--- config.mk ---
export PLATFORM = sky130hd
export DESIGN_NAME = frame_pointer_ctrl
export DESIGN_NICKNAME = d
export VERILOG_FILES = /design/src/rtl/frame_pointer_ctrl.sv
export SDC_FILE = /design/constraint.sdc
export NUM_CORES = 1
export LEC_CHECK = 0
export BUFFER_PORTS_ARGS = -buffer_cell sky130_fd_sc_hd__buf_4
export CORE_MARGIN = 2
export CORE_UTILIZATION = 54
export DETAILED_ROUTE_END_ITERATION = 8
export PLACE_DENSITY = 0.76
export SYNTH_ARGS = -nofsm -noshare
export SYNTH_HDL_FRONTEND = slang
export SYNTH_SLANG_ARGS = --single-unit
--- constraint.sdc ---
create_clock -name Clock -period 4.3 [get_ports Clock]
set_input_delay 0.43 -clock Clock [delete_from_list [all_inputs] [get_ports Clock]]
set_output_delay 0.43 -clock Clock [all_outputs]
set_load 0.02 [all_outputs]
--- src/rtl/frame_pointer_ctrl.sv ---
// frame_pointer_ctrl: frame-pointer controller for a windowed register file.
//
// Handles CALL/RTN requests from the decoder and drives the register file's
// window pointer. Each CALL pushes its offset onto an internal stack, so the
// matching RTN restores the exact previous frame pointer.
//
// Timing of an accepted request sampled in IDLE at cycle n:
//   n+1 MOVE   (FP_move, Ack)
//   n+2 SETTLE (the register file reloads its read window)
//   n+3 IDLE
// A rejected request goes to REJECT at n+1 (Ack, Fault set) and back to IDLE.
//
// Optional feature: define FRAME_HIGHWATER_EN to add the High_Water output,
// which holds the largest frame pointer reached since reset.
//
// Ports:
//   Clock, Reset         rising-edge clock, synchronous active-high reset
//   Call_Req, Rtn_Req    decoder requests, held until Ack
//   Call_Offset          CALL advance, legal range 1..7
//   Fault_Clr            clears the sticky Fault
//   New_FP               current frame pointer
//   FP_move              one-cycle pulse: reload the window from New_FP
//   FP_push_up           direction qualifier for FP_move (0 CALL, 1 RTN)
//   Ack                  one-cycle pulse: request accepted or rejected
//   Busy                 high whenever the controller is not idle
//   Fault                sticky error flag
//   Depth                current offset-stack occupancy
//   High_Water           (FRAME_HIGHWATER_EN only) highest FP reached
module frame_pointer_ctrl #(
    parameter int unsigned DEPTH = 16,  // 2..31
    parameter int unsigned FP_W  = 7,
    parameter int unsigned WIN   = 8
) (
    input  logic            Clock,
    input  logic            Reset,
    input  logic            Call_Req,
    input  logic            Rtn_Req,
    input  logic [2:0]      Call_Offset,
    input  logic            Fault_Clr,
    output logic [FP_W-1:0] New_FP,
    output logic            FP_move,
    output logic            FP_push_up,
    output logic            Ack,
    output logic            Busy,
    output logic            Fault,
`ifdef FRAME_HIGHWATER_EN
    output logic [FP_W-1:0] High_Water,
`endif
    output logic [4:0]      Depth
);

    localparam int unsigned AW = $clog2(DEPTH);
    localparam logic [FP_W:0] FpMax = (FP_W+1)'((2 ** FP_W) - WIN);

    typedef enum logic [1:0] {StIdle, StMove, StSettle, StReject} state_e;

    state_e          state_q, state_d;
    logic [FP_W-1:0] fp_q, fp_d;
    logic [4:0]      depth_q, depth_d;
    logic            push_up_q, push_up_d;
    logic            fault_q, fault_d;
    logic            push_en;
    logic [2:0]      stack_q [2 ** AW];

    logic [FP_W:0]   call_sum;
    logic [FP_W-1:0] offset_ext;
    logic [FP_W-1:0] top_ext;
    logic            call_ok;
    logic            rtn_ok;

    assign offset_ext = {{(FP_W-3){1'b0}}, Call_Offset};
    assign top_ext    = {{(FP_W-3){1'b0}}, stack_q[AW'(depth_q - 5'd1)]};
    // One extra bit so the overflow compare cannot wrap.
    assign call_sum   = {1'b0, fp_q} + {1'b0, offset_ext};

    assign call_ok = Call_Req && !Rtn_Req && (Call_Offset != 3'd0)
                     && (depth_q < 5'(DEPTH)) && (call_sum <= FpMax);
    assign rtn_ok  = Rtn_Req && !Call_Req && (depth_q != 5'd0);

    always_comb begin
        state_d   = state_q;
        fp_d      = fp_q;
        depth_d   = depth_q;
        push_up_d = push_up_q;
        fault_d   = fault_q;
        push_en   = 1'b0;

        if (Fault_Clr) begin
            fault_d = 1'b0;
        end

        unique case (state_q)
            StIdle: begin
                if (call_ok) begin
                    state_d   = StMove;
                    fp_d      = fp_q + offset_ext;
                    depth_d   = depth_q + 5'd1;
                    push_en   = 1'b1;
                    push_up_d = 1'b0;
                end else if (rtn_ok) begin
                    state_d   = StMove;
                    fp_d      = fp_q - top_ext;
                    depth_d   = depth_q - 5'd1;
                    push_up_d = 1'b1;
                end else if (Call_Req || Rtn_Req) begin
                    // Setting overrides a simultaneous Fault_Clr.
                    state_d = StReject;
                    fault_d = 1'b1;
                end
            end
            StMove:   state_d = StSettle;
            StSettle: state_d = StIdle;
            StReject: state_d = StIdle;
            default:  state_d = StIdle;
        endcase
    end

    always_ff @(posedge Clock) begin
        if (Reset) begin
            state_q   <= StIdle;
            fp_q      <= '0;
            depth_q   <= '0;
            push_up_q <= 1'b0;
            fault_q   <= 1'b0;
        end else begin
            state_q   <= state_d;
            fp_q      <= fp_d;
            depth_q   <= depth_d;
            push_up_q <= push_up_d;
            fault_q   <= fault_d;
        end
    end

    // Stack contents are don't-care after reset, so no reset here.
    always_ff @(posedge Clock) begin
        if (push_en) begin
            stack_q[AW'(depth_q)] <= Call_Offset;
        end
    end

`ifdef FRAME_HIGHWATER_EN
    logic [FP_W-1:0] hw_q;

    always_ff @(posedge Clock) begin
        if (Reset) begin
            hw_q <= '0;
        end else if ((state_q == StMove) && (fp_q > hw_q)) begin
            hw_q <= fp_q;
        end
    end

    assign High_Water = hw_q;
`endif

    assign New_FP     = fp_q;
    assign FP_move    = (state_q == StMove);
    assign FP_push_up = push_up_q;
    assign Ack        = (state_q == StMove) || (state_q == StReject);
    assign Busy       = (state_q != StIdle);
    assign Fault      = fault_q;
    assign Depth      = depth_q;

endmodule
After elaboration in Yosys (flattened, before gate mapping)

Memories as Yosys holds them, arrays and structs flattened.
Index checks and enable logic that the tools add are counted.

Add/subtract/negate cells: 5
Divide/modulo/power cells: 0
Bitwise operators: 0
$mul: 0
Multiplexer cells: 19
Eq/ne operators: 4
Magnitude comparators: 2
Shifts and indexed selects: 0
Reduce and logical (&&, ||, !) cells: 17

Operators with widths:

| cell                | count |
|---|---|
| $mux 7              | 2 |
| $mux 1              | 11 |
| $mux 5              | 2 |
| $add 7x3->8         | 1 |
| $le 8x7->1 const B  | 1 |
| $add 7x3->7         | 1 |
| $sub 7x3->7         | 1 |
| $logic_and 1x1->1   | 6 |
| $mux 2              | 3 |
| $pmux 2 s3          | 1 |
| $add 5x1->5 const B | 1 |
| $lt 5x5->1 const B  | 1 |
| $reduce_bool 5->1   | 1 |
| $sub 5x1->5 const B | 1 |
| $eq 2x2->1 const B  | 2 |
| $ne 4x4->1 const B  | 1 |
| $reduce_bool 2->1   | 2 |
| $reduce_bool 3->1   | 1 |
| $eq 2x1->1 const B  | 1 |
| $logic_not 1->1     | 2 |
| $logic_not 2->1     | 1 |
| $logic_or 1x1->1    | 2 |
| $reduce_and 2->1    | 1 |
| $reduce_or 2->1     | 1 |

Flip-flop bits (word level): 16
ROM bits: 0
Memories: 1
Output and inout port bits: 17
Input port bits: 8
Latch bits: 0
Word-level logic and storage cells: 53
Memory bits (writable): 48

Memory list:

| memory  | words | bits a word | rd ports | clocked after memory_dff | write ports | RTL line | text |
|---|---|---|---|---|---|---|---|
| stack_q | 16    | 3           | 1        | 0                        | 1           | 63       | `logic [2:0] stack_q [2 ** AW];` |

Depth between registers and ports, before layout

Gate-level depths: netlist (run 1).

Word-level depth: 9
Depth in mapped cells: 19
Depth with buffers taken out: 17

Least setup slack after synthesis (run 1)

No wires, ideal clock.

Path type: register -> register
Start: register depth_q[0], in the netlist Depth[0]
End: register fp_q[6], in the netlist New_FP[6]
Slack: -0.283 ns
Clock period less this slack: 4.583 ns
Required time: 4.179 ns
Data arrival time: 4.462 ns
Buffers on the path: 2
Setup time: 0.121 ns
Stages on the path, launching flop included: 20
Cells stage by stage: dfxtp_1 > buf_2 > buf_2 > inv_1 > ha_1 > xor2_1 > mux4_2 > mux2i_1 > nand2_1 > o21ai_0 > ha_1 > ha_1 > mux2_2 > ha_1 > nand2b_1 > a21oi_1 > o21ai_0 > nor2b_1 > o21ai_0 > mux2_2

Cells in the longest elaborated chain, start to end: 5
Elaborated cells between the ends (all ways): 12
Classes of those cells: add/sub (2); order compare (1); mux (2); reduce/logical (6); memory (1)

Ends and longest elaborated chain:

| item                                                     | RTL line | text |
|---|---|---|
| start, declared                                          | 59       | `logic [4:0] depth_q, depth_d;` |
| start signal, assigned                                   | 128      | `depth_q <= depth_d;` |
| $sub 5x1->5 / $lt 5x5->1 (equally long branches)         | n/a      |  |
| $mem_v2 16x3 / $logic_and 1x1->1 (equally long branches) | n/a      |  |
| $sub 7x3->7 / $logic_and 1x1->1 (equally long branches)  | 102, 77  |  |
| $mux 7 / $reduce_bool 2->1 (equally long branches)       | n/a      |  |
| $mux 7 / $reduce_and 2->1 (equally long branches)        | n/a      |  |
| end signal, assigned                                     | 127      | `fp_q <= fp_d;` |
| end, declared                                            | 58       | `logic [FP_W-1:0] fp_q, fp_d;` |

Parallel ways exist; a longest one is shown, timed or not. The select of a mux whose other input is x is not followed.
A chain may end at the register's enable or synchronous reset.

Worst setup path in the final report (run 1)

Start: register fp_q[0], in the netlist New_FP[0]
End: register fp_q[6], in the netlist New_FP[6]

Cells in the longest elaborated chain, start to end: 5
Elaborated cells between the ends (all ways): 9
Classes of those cells: add/sub (3); order compare (1); mux (2); reduce/logical (3)

Ends and longest elaborated chain:

| item                               | RTL line | text |
|---|---|---|
| $add 7x3->8                        | 74       | `assign call_sum = {1'b0, fp_q} + {1'b0, offset_ext};` |
| $le 8x7->1                         | 77       | `&& (depth_q < 5'(DEPTH)) && (call_sum <= FpMax);` |
| $logic_and 1x1->1                  | 77       |  |
| $reduce_bool 2->1 (no source line) | n/a      |  |
| $reduce_and 2->1 (no source line)  | n/a      |  |

Parallel ways exist; a longest one is shown, timed or not. The select of a mux whose other input is x is not followed.

==> results of run 1 <==
what timing repair did:
| item | CTS | global route |
|---|---|---|
| endpoints found under the hold margin | 0 | 0 |
| setup endpoints to repair | 0 | 1 |
| gates resized for setup | 0 | 3 |
| setup buffers | 0 | 2 |
worst register-to-register path: stages, from the launching register on:
cell	delay [ns]
dfxtp_2	0.35
ha_1	0.20
fa_1	0.50
o41a_4	0.52
o21ai_4	0.15
and2_2	0.23
nand2_1	0.07
o21ai_0	0.08
ha_1	0.19
inv_1	0.05
fa_1	0.37
nand2b_1	0.20
a21oi_1	0.19
o21ai_0	0.14
nor2b_1	0.15
o21ai_0	0.18
mux2_2	0.35
sequential cells by signal, indices dropped and copies added, names as in the netlist:
signal      flops
Depth           5
stack_q        48
New_FP          7
FP_push_up      1
Fault           1
state_q         2
metal layers:
metal | vias to the layer above | routed length [µm] | track usage (%)
li1 | 1036 | - | -
met2 | 83 | 3265 | 34.84
met5 | - | 0 | 0
met4 | 0 | 76 | 9.667
met1 | 1064 | 2972 | 31.11
met3 | 9 | 461 | 5.275
through the flow:
stage / cells / setup WS (ns) / total power (W)
floorplan: 252 / 0.06367 / 0.001145
global placement: 348 / 0.2245 / 0.001296
detailed placement: 348 / 0.1353 / 0.001305
CTS: 364 / 0.1963 / 0.001799
global route: 366 / 0.02736 / 0.001910
finish: 366 / 0.2906 / 0.001802
cells by family after synthesis:
group | count (synthesis) | synth area share (%)
xor gates and xnor gates | 6 | 1.616
AOI/OAI and AO/OA | 54 | 11.16
DFF | 64 | 54.17
and+or+nand+nor | 70 | 12.31
muxes | 19 | 10.62
adders and majority gates | 18 | 7.387
buffers and inverters | 21 | 2.732
worst min path at each step:
stage / cells past startpoint / endpoint
finish: 3 / Fault
global route: 3 / Fault
CTS: 3 / Fault
detailed placement: 1 / state_q[1]
global placement: 1 / state_q[1]
floorplan: 1 / state_q[1]
power groups by stage:
stage | Combinational [W] | Clock [W] | Sequential, W
after floorplan | 0.000394 | 0 | 0.000751
after detailed placement | 0.000571 | 0 | 0.000734
after global routing | 0.000659 | 0.000527 | 0.000724
after global placement | 0.000563 | 0 | 0.000733
after CTS | 0.000580 | 0.000498 | 0.000720
final | 0.000590 | 0.000491 | 0.000721
cells in the final DEF, fill, tap and decap left out, drive strengths merged, types with 5 or more instances in the layout:
| master | synthesis | routed |
|---|---|---|
| a21oi | 18 | 18 |
| and3 | 18 | 18 |
| buf | 6 | 35 |
| clkbuf | 6 | 10 |
| dfxtp | 16 | 16 |
| edfxtp | 48 | 48 |
| ha | 16 | 16 |
| inv | 9 | 10 |
| mux4 | 12 | 12 |
| nand2 | 5 | 5 |
| nand3 | 5 | 5 |
| nor2 | 12 | 12 |
| nor2b | 7 | 7 |
| nor3 | 6 | 6 |
| o21ai | 14 | 14 |
final cells by class:
cell class                 count  area (µm²)  share of cell area, %
sequential                    64        1763                  46.86
timing repair buffer          35       262.8                  6.984
clock buffer                  10       127.6                  3.392
clock inverter                 6       58.81                  1.563
multi-input combinational    167        1423                  37.81
inverter                       9       33.78                 0.8979
tap                           75       93.84                  2.494
==> impl_metrics.csv, run 1 <==
group,metric,value,unit
synthesis,synth_top_area_share,44.32,%
clock_tree,root_buffer,"clkbuf_8",
synthesis,netlist_area,3252,µm²
synthesis,synth_seq_area_share,54.17,%
critical_path,r2r_slack,0.29,ns
finish,num-nets-final,312,
finish,fin_util,63.92,%
synthesis,synth_cells,252,
clock_tree,clock_path_buffers,2,
timing,tns,0,ns
drt,drcViolationCount,0,
power,p_sw_share,32.47,%
finish,area_growth,15.70,%
drt,ant_nets,0,
finish,num-fill-cells,459,
timing,fmax,249.4,MHz
power,p_sw,0.0005853,W
timing,min_period_over_period,93.24,%
critical_path,cpMostUsedCell,"o21ai_0",
timing,hold_viol,0,
clock_tree,cts_buffers,9,
timing,whs,0.3566,ns
critical_path,critPathSlowestCell,"o41a_4",
synthesis,synth-seq-cells,64,
critical_path,cp.arrival,4.24,ns
synthesis,synth.avg_cell_area,12.90,µm²
clock_tree,clk_pin_slew,0.07,ns
grt,grt_overflow,0,
power,leakagePower,1.419,nW
grt,grt_use_total,22.67,%
clock_tree,cts_tree,"built",
critical_path,cp.depth,16,
critical_path,critPathKind,"reg -> reg",
finish,finish.instance_area,3762,µm²
synthesis,synth_top_area_cell,"edfxtp_1",
placement,placedInstanceArea,3557,µm²
grt,grt_pass1_vias,2110,
floorplanning,io_pins,25,
critical_path,rr_worst_depth,16,
synthesis,synth_edf_count,48,
critical_path,critical_path.max_fanout,7,
power,pwr-share-comb,32.7,%
synthesis,yosys.cell_count.top_type,"edfxtp_1",
grt,grt_pass1_wl,10780,µm
drt,routedWlPerCell,18.51,µm
critical_path,worstPathRequired,4.53,ns
floorplanning,dieArea,6659,µm²
drt,wirelength,6775,µm
critical_path,cp-startpoint,"New_FP[0]",
finish,diodes,0,
critical_path,r2r_start,"New_FP[0]",
synthesis,synthesis.nets,278,
synthesis,async_reset_ff_share,0,%
critical_path,worstSetupEndpoint,"New_FP[6]",
floorplanning,fp-row-count,28,
critical_path,slowest_delay,0.52,ns
power,seqPwrFrac,40.0,%
critical_path,cp_cell_sequence,"ha_1, fa_1, o41a_4, o21ai_4, and2_2, nand2_1, o21ai_0, ha_1, inv_1, fa_1, nand2b_1, a21oi_1, o21ai_0, nor2b_1, o21ai_0, mux2_2",
synthesis,synth.distinct_cells,54,
drt,vias,2192,
synthesis,ys.flop_type,"edfxtp_1",
power,power.internal,0.001217,W
critical_path,start_kind,"flop",
power,p_clk_share,27.2,%
finish,drive_gt1_share,25.77,%
drt,drtPass1Iterations,4,
grt,antenna_found_initial,0,
power,worst_ir_drop_vdd,0.0003434,V
clock_tree,cts_hold_buffers,0,
power,cellPowerDensity,479.0,nW/µm²
critical_path,cpLargestDelayFamily,"compound AO/OA/AOI/OAI gates",
placement,io_buffer_count,24,
hold_path,hold_path_class,"in -> reg",
clock_tree,clock_latency,0.34,ns
critical_path,path_buf_inv,1,
run,drv_cap,0,
clock_tree,h-tree-depth,3,
placement,dp_hpwl,4766,µm
drt,drt-vias-per-instance,5.989,
timing,layout_min_cycle_time,4.009,ns
floorplanning,die_w,81.60,µm
status,status,"finished, final reports clean",
floorplanning,initial_utilization,55.25,%
placement,gp_congestion,0.8456,
synthesis,synth_warnings,0,
timing,relSlewSlack,53.91,%
drt,drtIter0Drc,126,
critical_path,r2r-end,"New_FP[6]",
hold_path,min_from,"Fault_Clr",
synthesis,synth_top_cells_by_area,"edfxtp_1 (44%), dfxtp_1 (9.8%), mux4_2 (8.3%)",
synthesis,netlist_top_cells_count,"edfxtp_1 (48), and3_1 (17), a21oi_1 (16), dfxtp_1 (16), ha_1 (16)",
timing,rsz0062_at_grt,"false",
timing,slew_violations,0,
floorplanning,fp.dieH,81.60,µm
timing,finClkSkew,0.007636,ns
critical_path,critPathCaptureType,"flop",
timing,worstMarginPinSlew,0.6827,ns
floorplanning,core,5886,µm²
clock_tree,clock_sinks,64,
timing,setup_violations,0,
grt,grt_max_degree,21,
No activity file was read; power rests on OpenSTA's default activity.
==> inputs of run 2 (changes only) <==
- CORE_ASPECT_RATIO: default -> 2
==> impl_metrics.csv, run 2 (same netlist as run 1, synthesis figures left out) <==
group,metric,value,unit
status,status,"finished with violations",
status,violations,"design-rule violations",
clock_tree,cts_tree,"built",
placement,dp_hpwl,5077,µm
finish,layout.cells.most_common,"edfxtp_1",
floorplanning,io_pins,25,
critical_path,slowest_delay,0.51,ns
clock_tree,post-cts-setup-buffers,0,
drt,vias,2212,
floorplanning,initial_utilization,55.06,%
clock_tree,clock_path_buffers,2,
floorplanning,core,5906,µm²
drt,drtPass1Iterations,6,
finish,finish.instance_area,3839,µm²
grt,grt_overflow,0,
timing,slew_violations,0,
clock_tree,clk_pin_slew,0.05,ns
timing,relSlewSlack,27.08,%
floorplanning,die_w,58.87,µm
power,cellPowerDensity,520.7,nW/µm²
clock_tree,h-tree-depth,3,
timing,min_period_over_period,94.65,%
finish,num-fill-cells,468,
placement,gp_congestion,0.8755,
placement,place_ws,0.09488,ns
clock_tree,post_cts_resized,0,
power,p_clk_share,34.5,%
clock_tree,clock_latency,0.33,ns
clock_tree,cts_hold_buffers,0,
finish,multi_input_area,1420,µm²
drt,ant_nets,0,
timing,post-route-worst-setup-slack,0.2298,ns
finish,seq_area,1762,µm²
hold_path,hold_path_class,"in -> reg",
critical_path,cpMostUsedCell,"ha_1",
timing,setup_violations,0,
drt,wirelength,7229,µm
power,seqPwrFrac,36.2,%
placement,placedInstanceArea,3557,µm²
floorplanning,fp.dieH,113.7,µm
placement,io_buffer_count,24,
power,pwr-share-comb,29.3,%
timing,fmax,245.7,MHz
power,power.internal,0.001393,W
clock_tree,clock_sinks,64,
critical_path,critPathSlowestCell,"ha_1",
timing,worstMarginPinSlew,1.079,ns
finish,largest_reg_flops,48,
grt,grt_max_degree,20,
timing,tns,0,ns
finish,final_cell_mix,"edfxtp_1 (48), buf_4 (35), and3_1 (17)",
grt,grt_pass1_wl,11390,µm
finish,fin_util,65.00,%
power,p_sw_share,30.33,%
clock_tree,cts_buffers,9,
power,leakagePower,1.461,nW
floorplanning,dieArea,6696,µm²
timing,rsz0062_at_grt,"false",
finish,top_register,"stack_q",
finish,num-nets-final,312,
finish,diodes,0,
critical_path,cp.arrival,4.29,ns
timing,finClkSkew,0.004688,ns
critical_path,critPathKind,"reg -> reg",
grt,grt_pass1_vias,2267,
drt,routedWlPerCell,20.42,µm
critical_path,start_kind,"flop",
floorplanning,fp-row-count,40,
grt,grt_use_total,23.85,%
power,p_sw,0.0006062,W
timing,layout_min_cycle_time,4.070,ns
grt,antenna_found_initial,0,
finish,drive_gt1_share,24.40,%
critical_path,critical_path.max_fanout,8,
critical_path,cp_cell_sequence,"inv_1, ha_1, mux4_2, nor2b_1, a211oi_1, a21oi_1, inv_1, ha_1, ha_1, mux2_2, ha_1, nand2b_1, a21oi_1, o21ai_0, nor2b_1, o21ai_0, mux2_2",
drt,drt-vias-per-instance,6.249,
critical_path,critPathCaptureType,"flop",
timing,whs,0.3626,ns
run,drv_cap,0,
drt,drcViolationCount,2,
drt,drtIter0Drc,92,
clock_tree,root_buffer,"clkbuf_16",
power,worst_ir_drop_vdd,0.0003033,V
finish,area_growth,18.05,%
timing,hold_viol,0,
critical_path,worstPathRequired,4.52,ns
## run 2: cell types whose count changed in the layout (fill, tap and decap cells not counted)
cell,previous run,this run
dfxtp_1,15,16
clkbuf_16,0,9
ha_2,1,0
clkbuf_1,1,3
o21ai_0,12,13
dfxtp_2,1,0
inv_6,1,0
ha_1,15,16
clkinv_2,1,0
clkbuf_8,9,0
o21ai_1,1,0
## run 2: final cells by class
type                       instances  share of cell area, %
timing repair buffer              35                  6.845
inverter                           9                 0.8801
clock inverter                     4                  1.173
multi-input combinational        167                  36.99
sequential                        64                  45.89
tap                               63                  2.053
clock buffer                      12                  6.160
## run 2: critical path, delay by kind of cell, from the launching register on
| kind | cells | cell delay (ns) |
|---|---|---|
| mux | 3 | 1.00 |
| simple gates | 3 | 0.37 |
| flops | 1 | 0.32 |
| compound gates | 5 | 0.88 |
| fa+ha+maj | 4 | 1.17 |
| buf+inv | 2 | 0.20 |
## run 2: through the flow
step | instances | power, W
final | 354 | 0.001999
after global routing | 354 | 0.002094
after CTS | 354 | 0.002013
after detailed placement | 338 | 0.001315
after global placement | 338 | 0.001293
after floorplan | 252 | 0.001145
## run 2: worst paths after layout
path	from	to	slack, ns	cells past startpoint
min reg2reg	state_q[1]	state_q[1]	0.46	1
max	Depth[0]	New_FP[6]	0.23	17
max reg2reg	Depth[0]	New_FP[6]	0.23	17
min	Fault_Clr	Fault	0.36	3
## run 2: power groups by stage
stage / logic, W / clock network [W] / registers, W
after detailed placement: 0.000579 / 0 / 0.000736
after CTS: 0.000585 / 0.000704 / 0.000723
final: 0.000585 / 0.000689 / 0.000724
after global routing: 0.000640 / 0.000727 / 0.000727
after floorplan: 0.000394 / 0 / 0.000751
after global placement: 0.000560 / 0 / 0.000733
## run 2: layer usage
metal  share of wire (%)  vias to the layer above  GRT usage, %
met5                   0                        -             0
met4                 3.5                        0         13.03
met3                 4.0                       20         5.896
met2                  53                       57         38.89
met1                  40                     1091         28.08
li1                    -                     1044             -
==> inputs of run 3 (changes only) <==
- CORE_MARGIN: 2 -> 4
- CORE_UTILIZATION: 54 -> 60
- PLACE_DENSITY: 0.76 -> 0.8
- clock period: 4.3 -> 4.35 ns (I/O delays scaled with it)
==> impl_metrics.csv, run 3 (same netlist as run 1, synthesis figures left out) <==
group,metric,value,unit
grt,grt_pass1_vias,2336,
floorplanning,die_w,60.06,µm
critical_path,path_buf_inv,1,
critical_path,critical_path.max_fanout,7,
placement,io_buffer_count,24,
run,drv_cap,0,
timing,slew_violations,0,
timing,worstMarginPinSlew,0.6829,ns
floorplanning,core,5185,µm²
timing,finClkSkew,0.008066,ns
power,p_total,0.001842,W
finish,drive_gt1_share,28.14,%
drt,drcViolationCount,0,
timing,layout_min_cycle_time,4.013,ns
critical_path,cpLargestDelayFamily,"adder cells",
finish,finish.instance_area,3805,µm²
timing,hold_viol,0,
floorplanning,io_pins,25,
status,status,"finished, final reports clean",
drt,ant_nets,0,
timing,relSlewSlack,54.31,%
power,cellPowerDensity,484.2,nW/µm²
critical_path,cp.arrival,4.24,ns
clock_tree,clock_path_buffers,2,
finish,diodes,0,
critical_path,critPathSlowestCell,"fa_1",
drt,drt-vias-per-instance,6.289,
grt,antenna_found_initial,0,
drt,vias,2220,
clock_tree,cts_tree,"built",
clock_tree,clock_sinks,64,
timing,setup_violations,0,
critical_path,critPathCaptureType,"flop",
clock_tree,cts_buffers,9,
power,worst_ir_drop_vdd,0.0003722,V
critical_path,critPathKind,"reg -> reg",
clock_tree,clock_latency,0.34,ns
placement,dp_hpwl,5441,µm
drt,drtPass1Iterations,4,
drt,wirelength,7180,µm
hold_path,hold_path_class,"in -> reg",
drt,routedWlPerCell,20.34,µm
clock_tree,cts_hold_buffers,0,
clock_tree,root_buffer,"clkbuf_8",
floorplanning,fp.dieH,112.1,µm
timing,fmax,249.2,MHz
drt,drtIter0Drc,112,
floorplanning,dieArea,6733,µm²
finish,final_cell_mix,"edfxtp_1 (48), buf_4 (40), and3_1 (17)",
floorplanning,fp-row-count,37,
timing,min_period_over_period,92.25,%
grt,grt_use_total,24.07,%
critical_path,cpMostUsedCell,"o21ai_0",
floorplanning,initial_utilization,62.72,%
critical_path,start_kind,"flop",
clock_tree,h-tree-depth,3,
timing,tns,0,ns
placement,placedInstanceArea,3566,µm²
critical_path,worstPathRequired,4.58,ns
clock_tree,clk_pin_slew,0.07,ns
critical_path,slowest_delay,0.45,ns
timing,rsz0062_at_grt,"false",
finish,largest_reg_flops,48,
finish,area_growth,17.01,%
finish,num-nets-final,317,
placement,gp_congestion,0.9399,
critical_path,cp_cell_sequence,"ha_1, fa_1, xor2_1, o41a_4, o21ai_4, and2_2, nand2_1, o21ai_0, ha_2, inv_1, fa_1, nand2b_1, a21oi_1, o21ai_0, nor2b_1, o21ai_0, mux2_2",
grt,grt_overflow,0,
grt,grt_max_degree,20,
finish,top_register,"stack_q",
grt,grt_pass1_wl,11550,µm
power,leakagePower,1.453,nW
finish,layout.cells.most_common,"edfxtp_1",
timing,whs,0.3639,ns
run 3: cell count changes in the layout (fill, tap and decap cells not counted), moves of 2 or more:
cell,delta
buf_4,+5
clkbuf_8,+9
dfxtp_1,-2
dfxtp_2,+2
clkbuf_1,-3
clkbuf_16,-9
ha_2,+2
ha_1,-2
run 3: what timing repair did:
| action | in CTS | in global routing |
|---|---|---|
| endpoints found under the setup margin | 0 | 2 |
| resized for setup | 0 | 4 |
| buffers inserted | 0 | 3 |
run 3: worst reg2reg max path, stage by stage (launching register included):
cell and delay [ns]:
dfxtp_2 0.35, ha_1 0.21, fa_1 0.45, xor2_1 0.20
o41a_4 0.39, o21ai_4 0.16, and2_2 0.23, nand2_1 0.06
o21ai_0 0.09, ha_2 0.22, inv_1 0.05, fa_1 0.37
nand2b_1 0.20, a21oi_1 0.17, o21ai_0 0.11, nor2b_1 0.13
o21ai_0 0.17, mux2_2 0.35
run 3: power by group:
group | internal (W) | switching (W) | leakage (nW)
Sequential | 0.000682 | 0.0000332 | 0.563
Clock | 0.000317 | 0.000218 | 0.103
Combinational | 0.000266 | 0.000327 | 0.786
run 3: metrics by stage:
stage          worst slack, ns  std cells  utilization [%]
3_3_place_gp            0.2448        335            68.77
2_1_floorplan          0.03468        252                -
3_5_place_dp            0.1327        335            68.77
6_report                0.3371        353            73.38
5_1_grt                0.01613        353            73.38
4_1_cts                 0.1934        350            72.80
run 3: worst paths after layout:
check,from,to,slack (ns),cells past startpoint
max,New_FP[0],New_FP[6],0.34,17
min,Fault_Clr,Fault,0.36,3
max reg2reg,New_FP[0],New_FP[6],0.34,17
min reg2reg,state_q[1],state_q[1],0.46,1
run 3: cell type report:
type | count | area [µm²]
inverter | 9 | 33.78
timing repair buffer | 40 | 300.3
clock inverter | 6 | 85.08
sequential | 64 | 1764
fill | 357 | 1380
multi-input combinational | 167 | 1425
clock buffer | 9 | 123.9
tap | 58 | 72.57
run 3: per-layer routing:
layer,wire length [µm],track usage [%]
met1,2429,24.14
met2,3976,40.53
met3,230,5.639
met4,543,18.20
met5,0,0
